--- src/rtl/code_search_pkg.sv ---
// Shared types and constants for the code-phase search controller.
// Holds the FSM state encoding, fixed key/bin widths and default parameter values.
// Imported by code_search_acc and code_search_ctrl.
package code_search_pkg;

    localparam int BIN_W       = 11;
    localparam int KEY_W       = 10;
    localparam int PWR_W_DEF   = 32;
    localparam int DWELL_W_DEF = 8;

    typedef enum logic [2:0] {
        ST_IDLE,
        ST_LOAD,
        ST_SLEW,
        ST_SETTLE,
        ST_DWELL,
        ST_EVAL,
        ST_DONE
    } state_t;

endpackage

--- src/rtl/code_search_acc.sv ---
// Saturating dwell accumulator and dump counter for one code-phase bin.
// Ports: clk/rstn, clr (zero acc and count), add (accumulate din), dwell (target count),
//        acc (running sum, sticks at all-ones), last (combinational: this add completes the dwell).
module code_search_acc
    import code_search_pkg::*;
#(
    parameter int PWR_W   = PWR_W_DEF,
    parameter int DWELL_W = DWELL_W_DEF
)
(
    input  logic               clk,
    input  logic               rstn,
    input  logic               clr,
    input  logic               add,
    input  logic [PWR_W-1:0]   din,
    input  logic [DWELL_W-1:0] dwell,
    output logic [PWR_W-1:0]   acc,
    output logic               last
);

    logic [DWELL_W-1:0] cnt;
    logic [PWR_W:0]     sum;
    logic [DWELL_W:0]   cnt_inc;

    // One extra bit on the sum exposes the carry used for saturation.
    assign sum     = {1'b0, acc} + {1'b0, din};
    assign cnt_inc = {1'b0, cnt} + (DWELL_W+1)'(1);
    // Flag the dump that brings the count up to the configured dwell so the
    // controller can leave DWELL on the same edge that stores the final sum.
    assign last    = add && (cnt_inc == {1'b0, dwell});

    always_ff @(posedge clk) begin
        if (!rstn) begin
            acc <= '0;
            cnt <= '0;
        end else if (clr) begin
            acc <= '0;
            cnt <= '0;
        end else if (add) begin
            acc <= sum[PWR_W] ? '1 : sum[PWR_W-1:0];
            cnt <= cnt_inc[DWELL_W-1:0];
        end
    end

endmodule

--- src/rtl/code_search_ctrl.sv ---
// Serial code-phase search: loads a PRN key, steps through bins by slewing the code
// generator, accumulates dwell power per bin and reports the strongest bin.
// Ports: start/abort control, cfg_* (latched at start), dump_enable/corr_power from the
//        correlator, prn/slew strobes to the code generator, busy/done/cfg_err/best_* status.
module code_search_ctrl
    import code_search_pkg::*;
#(
    parameter int PWR_W   = PWR_W_DEF,
    parameter int DWELL_W = DWELL_W_DEF
)
(
    input  logic               clk,
    input  logic               rstn,
    input  logic               start,
    input  logic               abort,
    input  logic [KEY_W-1:0]   cfg_prn_key,
    input  logic [BIN_W-1:0]   cfg_step,
    input  logic [BIN_W-1:0]   cfg_num_bins,
    input  logic [DWELL_W-1:0] cfg_dwell,
    input  logic               dump_enable,
    input  logic [PWR_W-1:0]   corr_power,
    output logic [KEY_W-1:0]   prn_key,
    output logic               prn_key_enable,
    output logic [BIN_W-1:0]   code_slew,
    output logic               slew_enable,
    output logic               busy,
    output logic               done,
    output logic               cfg_err,
    output logic [BIN_W-1:0]   best_bin,
    output logic [PWR_W-1:0]   best_power
);

    state_t             state, state_n;
    logic [KEY_W-1:0]   key_q, key_n;
    logic [BIN_W-1:0]   step_q, step_n;
    logic [BIN_W-1:0]   nbins_q, nbins_n;
    logic [DWELL_W-1:0] dwell_q, dwell_n;
    logic [BIN_W-1:0]   bin, bin_n;
    logic [KEY_W-1:0]   prn_key_n;
    logic [BIN_W-1:0]   code_slew_n;
    logic               cfg_err_n;
    logic [BIN_W-1:0]   best_bin_n;
    logic [PWR_W-1:0]   best_power_n;

    logic               acc_clr, acc_add, acc_last;
    logic [PWR_W-1:0]   acc;

    // The first dump after a load/slew covers a partial code period, so it only
    // clears the accumulator; subsequent dumps in DWELL are summed.
    assign acc_clr = (state == ST_SETTLE) && dump_enable;
    assign acc_add = (state == ST_DWELL)  && dump_enable;

    code_search_acc #(.PWR_W(PWR_W), .DWELL_W(DWELL_W)) u_acc (
        .clk   (clk),
        .rstn  (rstn),
        .clr   (acc_clr),
        .add   (acc_add),
        .din   (corr_power),
        .dwell (dwell_q),
        .acc   (acc),
        .last  (acc_last)
    );

    always_comb begin
        state_n      = state;
        key_n        = key_q;
        step_n       = step_q;
        nbins_n      = nbins_q;
        dwell_n      = dwell_q;
        bin_n        = bin;
        prn_key_n    = prn_key;
        code_slew_n  = code_slew;
        cfg_err_n    = cfg_err;
        best_bin_n   = best_bin;
        best_power_n = best_power;

        // Abort freezes every result register; in IDLE it also masks start.
        if (abort && state != ST_IDLE) begin
            state_n = ST_IDLE;
        end else begin
            case (state)
                ST_IDLE: begin
                    if (start && !abort) begin
                        key_n        = cfg_prn_key;
                        step_n       = cfg_step;
                        nbins_n      = cfg_num_bins;
                        dwell_n      = cfg_dwell;
                        cfg_err_n    = 1'b0;
                        best_bin_n   = '0;
                        best_power_n = '0;
                        if (cfg_num_bins == '0 || cfg_dwell == '0) begin
                            cfg_err_n = 1'b1;
                            state_n   = ST_DONE;
                        end else begin
                            prn_key_n = cfg_prn_key;
                            bin_n     = '0;
                            state_n   = ST_LOAD;
                        end
                    end
                end
                ST_LOAD:   state_n = ST_SETTLE;
                ST_SLEW:   state_n = ST_SETTLE;
                ST_SETTLE: if (dump_enable) state_n = ST_DWELL;
                ST_DWELL:  if (acc_last)    state_n = ST_EVAL;
                ST_EVAL: begin
                    if (bin == '0 || acc > best_power) begin
                        best_bin_n   = bin;
                        best_power_n = acc;
                    end
                    if (bin == nbins_q - BIN_W'(1)) begin
                        state_n = ST_DONE;
                    end else begin
                        bin_n       = bin + BIN_W'(1);
                        code_slew_n = step_q;
                        state_n     = ST_SLEW;
                    end
                end
                ST_DONE:   state_n = ST_IDLE;
                default:   state_n = ST_IDLE;
            endcase
        end
    end

    // Strobes and status are registered from the next state so each one is
    // high exactly while the FSM sits in the matching state.
    always_ff @(posedge clk) begin
        if (!rstn) begin
            state          <= ST_IDLE;
            key_q          <= '0;
            step_q         <= '0;
            nbins_q        <= '0;
            dwell_q        <= '0;
            bin            <= '0;
            prn_key        <= '0;
            prn_key_enable <= 1'b0;
            code_slew      <= '0;
            slew_enable    <= 1'b0;
            busy           <= 1'b0;
            done           <= 1'b0;
            cfg_err        <= 1'b0;
            best_bin       <= '0;
            best_power     <= '0;
        end else begin
            state          <= state_n;
            key_q          <= key_n;
            step_q         <= step_n;
            nbins_q        <= nbins_n;
            dwell_q        <= dwell_n;
            bin            <= bin_n;
            prn_key        <= prn_key_n;
            prn_key_enable <= (state_n == ST_LOAD);
            code_slew      <= code_slew_n;
            slew_enable    <= (state_n == ST_SLEW);
            busy           <= (state_n != ST_IDLE);
            done           <= (state_n == ST_DONE);
            cfg_err        <= cfg_err_n;
            best_bin       <= best_bin_n;
            best_power     <= best_power_n;
        end
    end

endmodule
--- config.mk ---
export PLATFORM = sky130hd
export DESIGN_NAME = code_search_ctrl
export DESIGN_NICKNAME = d
export VERILOG_FILES = /design/src/rtl/code_search_pkg.sv /design/src/rtl/code_search_acc.sv /design/src/rtl/code_search_ctrl.sv
export SDC_FILE = /design/constraint.sdc
export NUM_CORES = 1
export LEC_CHECK = 0
export ABC_AREA = 1
export CAP_MARGIN = 20
export CORE_MARGIN = 2
export CORE_UTILIZATION = 50
export DETAILED_ROUTE_END_ITERATION = 10
export PLACE_DENSITY_LB_ADDON = 0.05
export RECOVER_POWER = 50
export SLEW_MARGIN = 5
export SYNTH_ARGS = -nofsm -noshare
export SYNTH_HDL_FRONTEND = slang
export SYNTH_SLANG_ARGS = --single-unit
export TNS_END_PERCENT = 5
--- constraint.sdc ---
create_clock -name clk -period 2.3 [get_ports clk]
set_input_delay 0.23 -clock clk [delete_from_list [all_inputs] [get_ports clk]]
set_output_delay 0.23 -clock clk [all_outputs]
set_load 0.1 [all_outputs]
==> results.txt <==
----------------------------------------------------
[Power and ir drop]
  Fraction of power consumed by sequential logic ... 0.333
  Switching share of total power ... 0.412
  Fraction of power consumed by the clock network ... 0.325
  Combinational fraction of design power ... 0.342
  Leakage power of the design ... approximately 6 nW
  Peak supply drop ... 0.574 mV
  Net switching power figure ... 3.77 mW
  Cell area power density ... just over 700 nW/um^2
  Design internal power ... between 5 and 6 mW

[Synthesis]
  Summed instance area of the synthesized netlist ... slightly below 10000 um^2
  Commonest register cell after synthesis ... sky130_fd_sc_hd__dfxtp_1
  Async set or reset register ratio after synthesis ... 0
  Fraction of the yosys area taken by sequential cells ... 0.319
  Distinct cell type count of the synthesized netlist ... 39
  Number of nets produced by synthesis ... approximately 1700
  Avg Synthesized Cell Area ... approximately 6.4 um^2
  Ys Warns ... 0
  Synth top cells by count ... 321 x sky130_fd_sc_hd__nand2_1, 299 x sky130_fd_sc_hd__nor2_1, 192 x sky130_fd_sc_hd__inv_1
  Register bit count reported by yosys ... ~150
  Top-area cell type share of the netlist area ... 0.319
  Top cell type by total area after synthesis ... sky130_fd_sc_hd__dfxtp_1
  Gate count after technology mapping ... roughly 1500
  Count of flip-flops with a built-in enable after synthesis ... 0
  Most area-consuming cells after synthesis ... sky130_fd_sc_hd__dfxtp_1 32%, sky130_fd_sc_hd__nand2_1 13%, sky130_fd_sc_hd__nor2_1 12%
  Most frequent cell after synthesis ... sky130_fd_sc_hd__nand2_1

[Clock network]
  Number of buffers inserted during clock tree synthesis ... 17
  CTS tree ... built
  Clock latency reported for the late side of the worst-skew pair ... roughly 440 ps
  Clock root buffer ... sky130_fd_sc_hd__clkbuf_16
  Clock Sinks ... around 150
  CTS Buffer Depth ... 2
  Htree depth ... 4
  Clk pin slew, worst setup/hold paths ... 80 ps

[Cells and area]
  Final core utilization ... 0.681
  Seq. cell area ... 3110 um^2
  Diodes inserted ... 0
  Ratio of cells with drive above 1 in the final layout ... 0.150
  Fill cell total of the finished layout ... between 1500 and 2000
  Combined area of the multi-input logic cells ... 5750 um^2
  Area growth syn-to-layout ... 33.1%
  Total number of nets in the final design ... 1911

[Drt]
  Total via count in the routed design ... a little over 10000
  Initial DRC Count ... 656
  Drt pass-1 iters ... 5
  Routed via count divided by cell count ... around 5.1
  DRC violations left ... 0
  Detailed-route wire length ... around 29000 um
  Routed Antenna Nets ... 0
  Wire length per cell after detailed routing ... around 14 um

[Timing]
  Normalized max-slew margin ... 0.202
  Worst slack on hold paths ... approximately 250 ps
  RSZ-0062 raised after global routing ... yes
  Total count of max-transition violations in the final report ... 0
  TNS Setup ... 0 ps
  Final critical delay including setup and external delays ... 2270 ps
  Maximum frequency from static timing analysis ... 0.440 GHz
  Final worst clock skew ... approximately 9 ps
  Transition at the pin with the smallest max-transition slack ... approximately 1200 ps
  Setup violations, final ... 0
  Period utilization ... 0.989
  Final Hold Viols ... 0

[Die]
  Overall die height ... around 140 um
  Full die area ... between 20000 and 25000 um^2
  Number of rows created at floorplan ... 50
  Die Width ... between 100 and 150 um
  Area of the core ... 18800 um^2
  Initial cell density of the core ... 0.512
  Num ports ... roughly 150

[Setup path]
  Startpoint class of the critical path ... flop
  Maximum net fanout on the critical path ... 10
  CP required ... about 2600 ps
  Critical path type ... flop to flop
  Critical path arrival ... approximately 2600 ps
  Type of destination of the critical path ... flop

[GRT]
  Global-route wire length before repair ... between 40000 and 50000 um
  Initial antenna violation count ... 0
  Global-route usage over all layers ... 0.274
  Grt ovf ... 0
  Via count of the first global-routing pass ... between 9000 and 10000
  Maximum number of pins on one net before global-route repair ... 46

[Hold path]
  Classification of the worst-slack hold path ... input port to flop

[Place]
  Placer Congestion ... approximately 1
  I/O Buffers ... 145
  Detailed placement HPWL ... 20600 um

[Flow run]
  Number of violations of the max-capacitance limit ... 0

[Status]
  Outcome ... finished clean

----------------------------------------------------
-- power groups by stage --
stage	Sequential (mW)	Clock, mW	Combinational, mW
after floorplan	4.12	0	1.19
after global placement	3.10	0	2.98
after detailed placement	3.11	0	3.01
after CTS	3.05	3.01	3.06
after global routing	3.07	3.12	3.39
final	3.04	2.97	3.12
-- state kept, by name, indices dropped and copies added (netlist names) --
register and count:
state 3, prn_key_enable 1, cfg_err 1, prn_key 10, best_power 32, nbins_q 11, step_q 11, u_acc.acc 32
u_acc.cnt 8, code_slew 11, bin 11, dwell_q 8, slew_enable 1, best_bin 11, busy 1, done 1
-- worst paths after layout --
path                                            startpoint                   endpoint  slack (ps)  cells after the start
worst min-delay path                                  rstn    prn_key[1]$_SDFFE_PN0P_         250                      3
worst max register to register  u_acc.acc[21]$_SDFFE_PP0P_  u_acc.acc[3]$_SDFFE_PP0P_          30                      9
worst min register to register     prn_key[3]$_SDFFE_PN0P_    prn_key[3]$_SDFFE_PN0P_         450                      2
worst max-delay path            u_acc.acc[21]$_SDFFE_PP0P_  u_acc.acc[3]$_SDFFE_PP0P_          30                      9
-- per-stage QoR --
step	cells	worst slack (ps)	power [mW]	instance area (um^2)
after detailed placement	1971	-273	6.12	12100
after floorplan	1505	24.4	5.31	9650
final	2012	25.6	9.14	12800
after global placement	1971	-231	6.08	12100
after global routing	2012	-53.1	9.57	12800
after CTS	2004	-10.0	9.12	12700
-- cell type report --
type / instances / area share
clock inverter: 15 / 0.0157
inverter: 197 / 0.0585
sequential: 153 / 0.243
clock buffer: 17 / 0.0333
tap: 234 / 0.0229
timing repair buffer: 291 / 0.176
timing repair inverter: 1 / 0.000587
multi-input combinational: 1104 / 0.449
-- placed cells by master, fill, tap and decap left out, types with 3 or more instances in the layout --
master,n
sky130_fd_sc_hd__clkbuf_2,3
sky130_fd_sc_hd__o211ai_1,5
sky130_fd_sc_hd__ha_1,64
sky130_fd_sc_hd__nor2_1,296
sky130_fd_sc_hd__nand2_8,3
sky130_fd_sc_hd__xnor2_1,14
sky130_fd_sc_hd__clkinv_8,5
sky130_fd_sc_hd__xor2_1,20
sky130_fd_sc_hd__inv_1,191
sky130_fd_sc_hd__ha_4,4
sky130_fd_sc_hd__o21ai_1,4
sky130_fd_sc_hd__clkbuf_16,22
sky130_fd_sc_hd__nand2_1,316
sky130_fd_sc_hd__a21oi_1,105
sky130_fd_sc_hd__nand3_1,57
sky130_fd_sc_hd__clkdlybuf4s50_1,74
sky130_fd_sc_hd__nand3_2,4
sky130_fd_sc_hd__nor2_2,8
sky130_fd_sc_hd__dfxtp_1,118
sky130_fd_sc_hd__o21ai_0,107
sky130_fd_sc_hd__nor4_1,7
sky130_fd_sc_hd__inv_2,4
sky130_fd_sc_hd__a21oi_2,10
sky130_fd_sc_hd__nor3_1,16
sky130_fd_sc_hd__o21a_1,5
sky130_fd_sc_hd__inv_6,4
sky130_fd_sc_hd__nand4_1,13
sky130_fd_sc_hd__nand2_2,4
sky130_fd_sc_hd__buf_12,3
sky130_fd_sc_hd__a21o_1,5
sky130_fd_sc_hd__dfxtp_2,34
sky130_fd_sc_hd__nand3b_1,9
sky130_fd_sc_hd__a31oi_1,9
sky130_fd_sc_hd__or2_2,6
sky130_fd_sc_hd__buf_4,132
sky130_fd_sc_hd__inv_8,4
sky130_fd_sc_hd__clkbuf_1,69
-- per-layer routing --
| metal | GRT usage | wire [um] | part of all wire | vias up |
|---|---|---|---|---|
| li1 | - | - | - | 5317 |
| met1 | 0.387 | 13700 | 0.48 | 4569 |
| met2 | 0.435 | 12500 | 0.44 | 296 |
| met3 | 0.0453 | 1840 | 0.064 | 40 |
| met4 | 0.0683 | 568 | 0.020 | 0 |
| met5 | 0 | 0 | 0 | - |
-- repair_timing --
| item | in CTS | in global routing |
|---|---|---|
| setup buffers | 0 | 0 |
| gates cloned | 1 | 8 |
| pin swaps | 1 | 8 |
| setup endpoints to repair | 40 | 87 |
| hold buffers | 0 | 0 |
| gates resized for setup | 5 | 43 |
-- cells by family after synthesis --
kind of cell,after synthesis,share of synthesized area
AOI/OAI and AO/OA,255,0.140
xor gates and xnor gates,34,0.0310
adders and majority gates,69,0.0906
buffers and inverters,249,0.102
DFF,153,0.319
and+or+nand+nor,745,0.317
-- critical path, stage by stage (launching register included) --
cell and delay (ps):
sky130_fd_sc_hd__dfxtp_1 430, sky130_fd_sc_hd__ha_1 290, sky130_fd_sc_hd__a21oi_1 270, sky130_fd_sc_hd__o21a_1 190
sky130_fd_sc_hd__o21ai_0 180, sky130_fd_sc_hd__a21oi_2 220, sky130_fd_sc_hd__nand3_2 150, sky130_fd_sc_hd__buf_4 210
sky130_fd_sc_hd__o21ai_0 170, sky130_fd_sc_hd__inv_1 50
No activity file was read; power rests on OpenSTA's default activity.
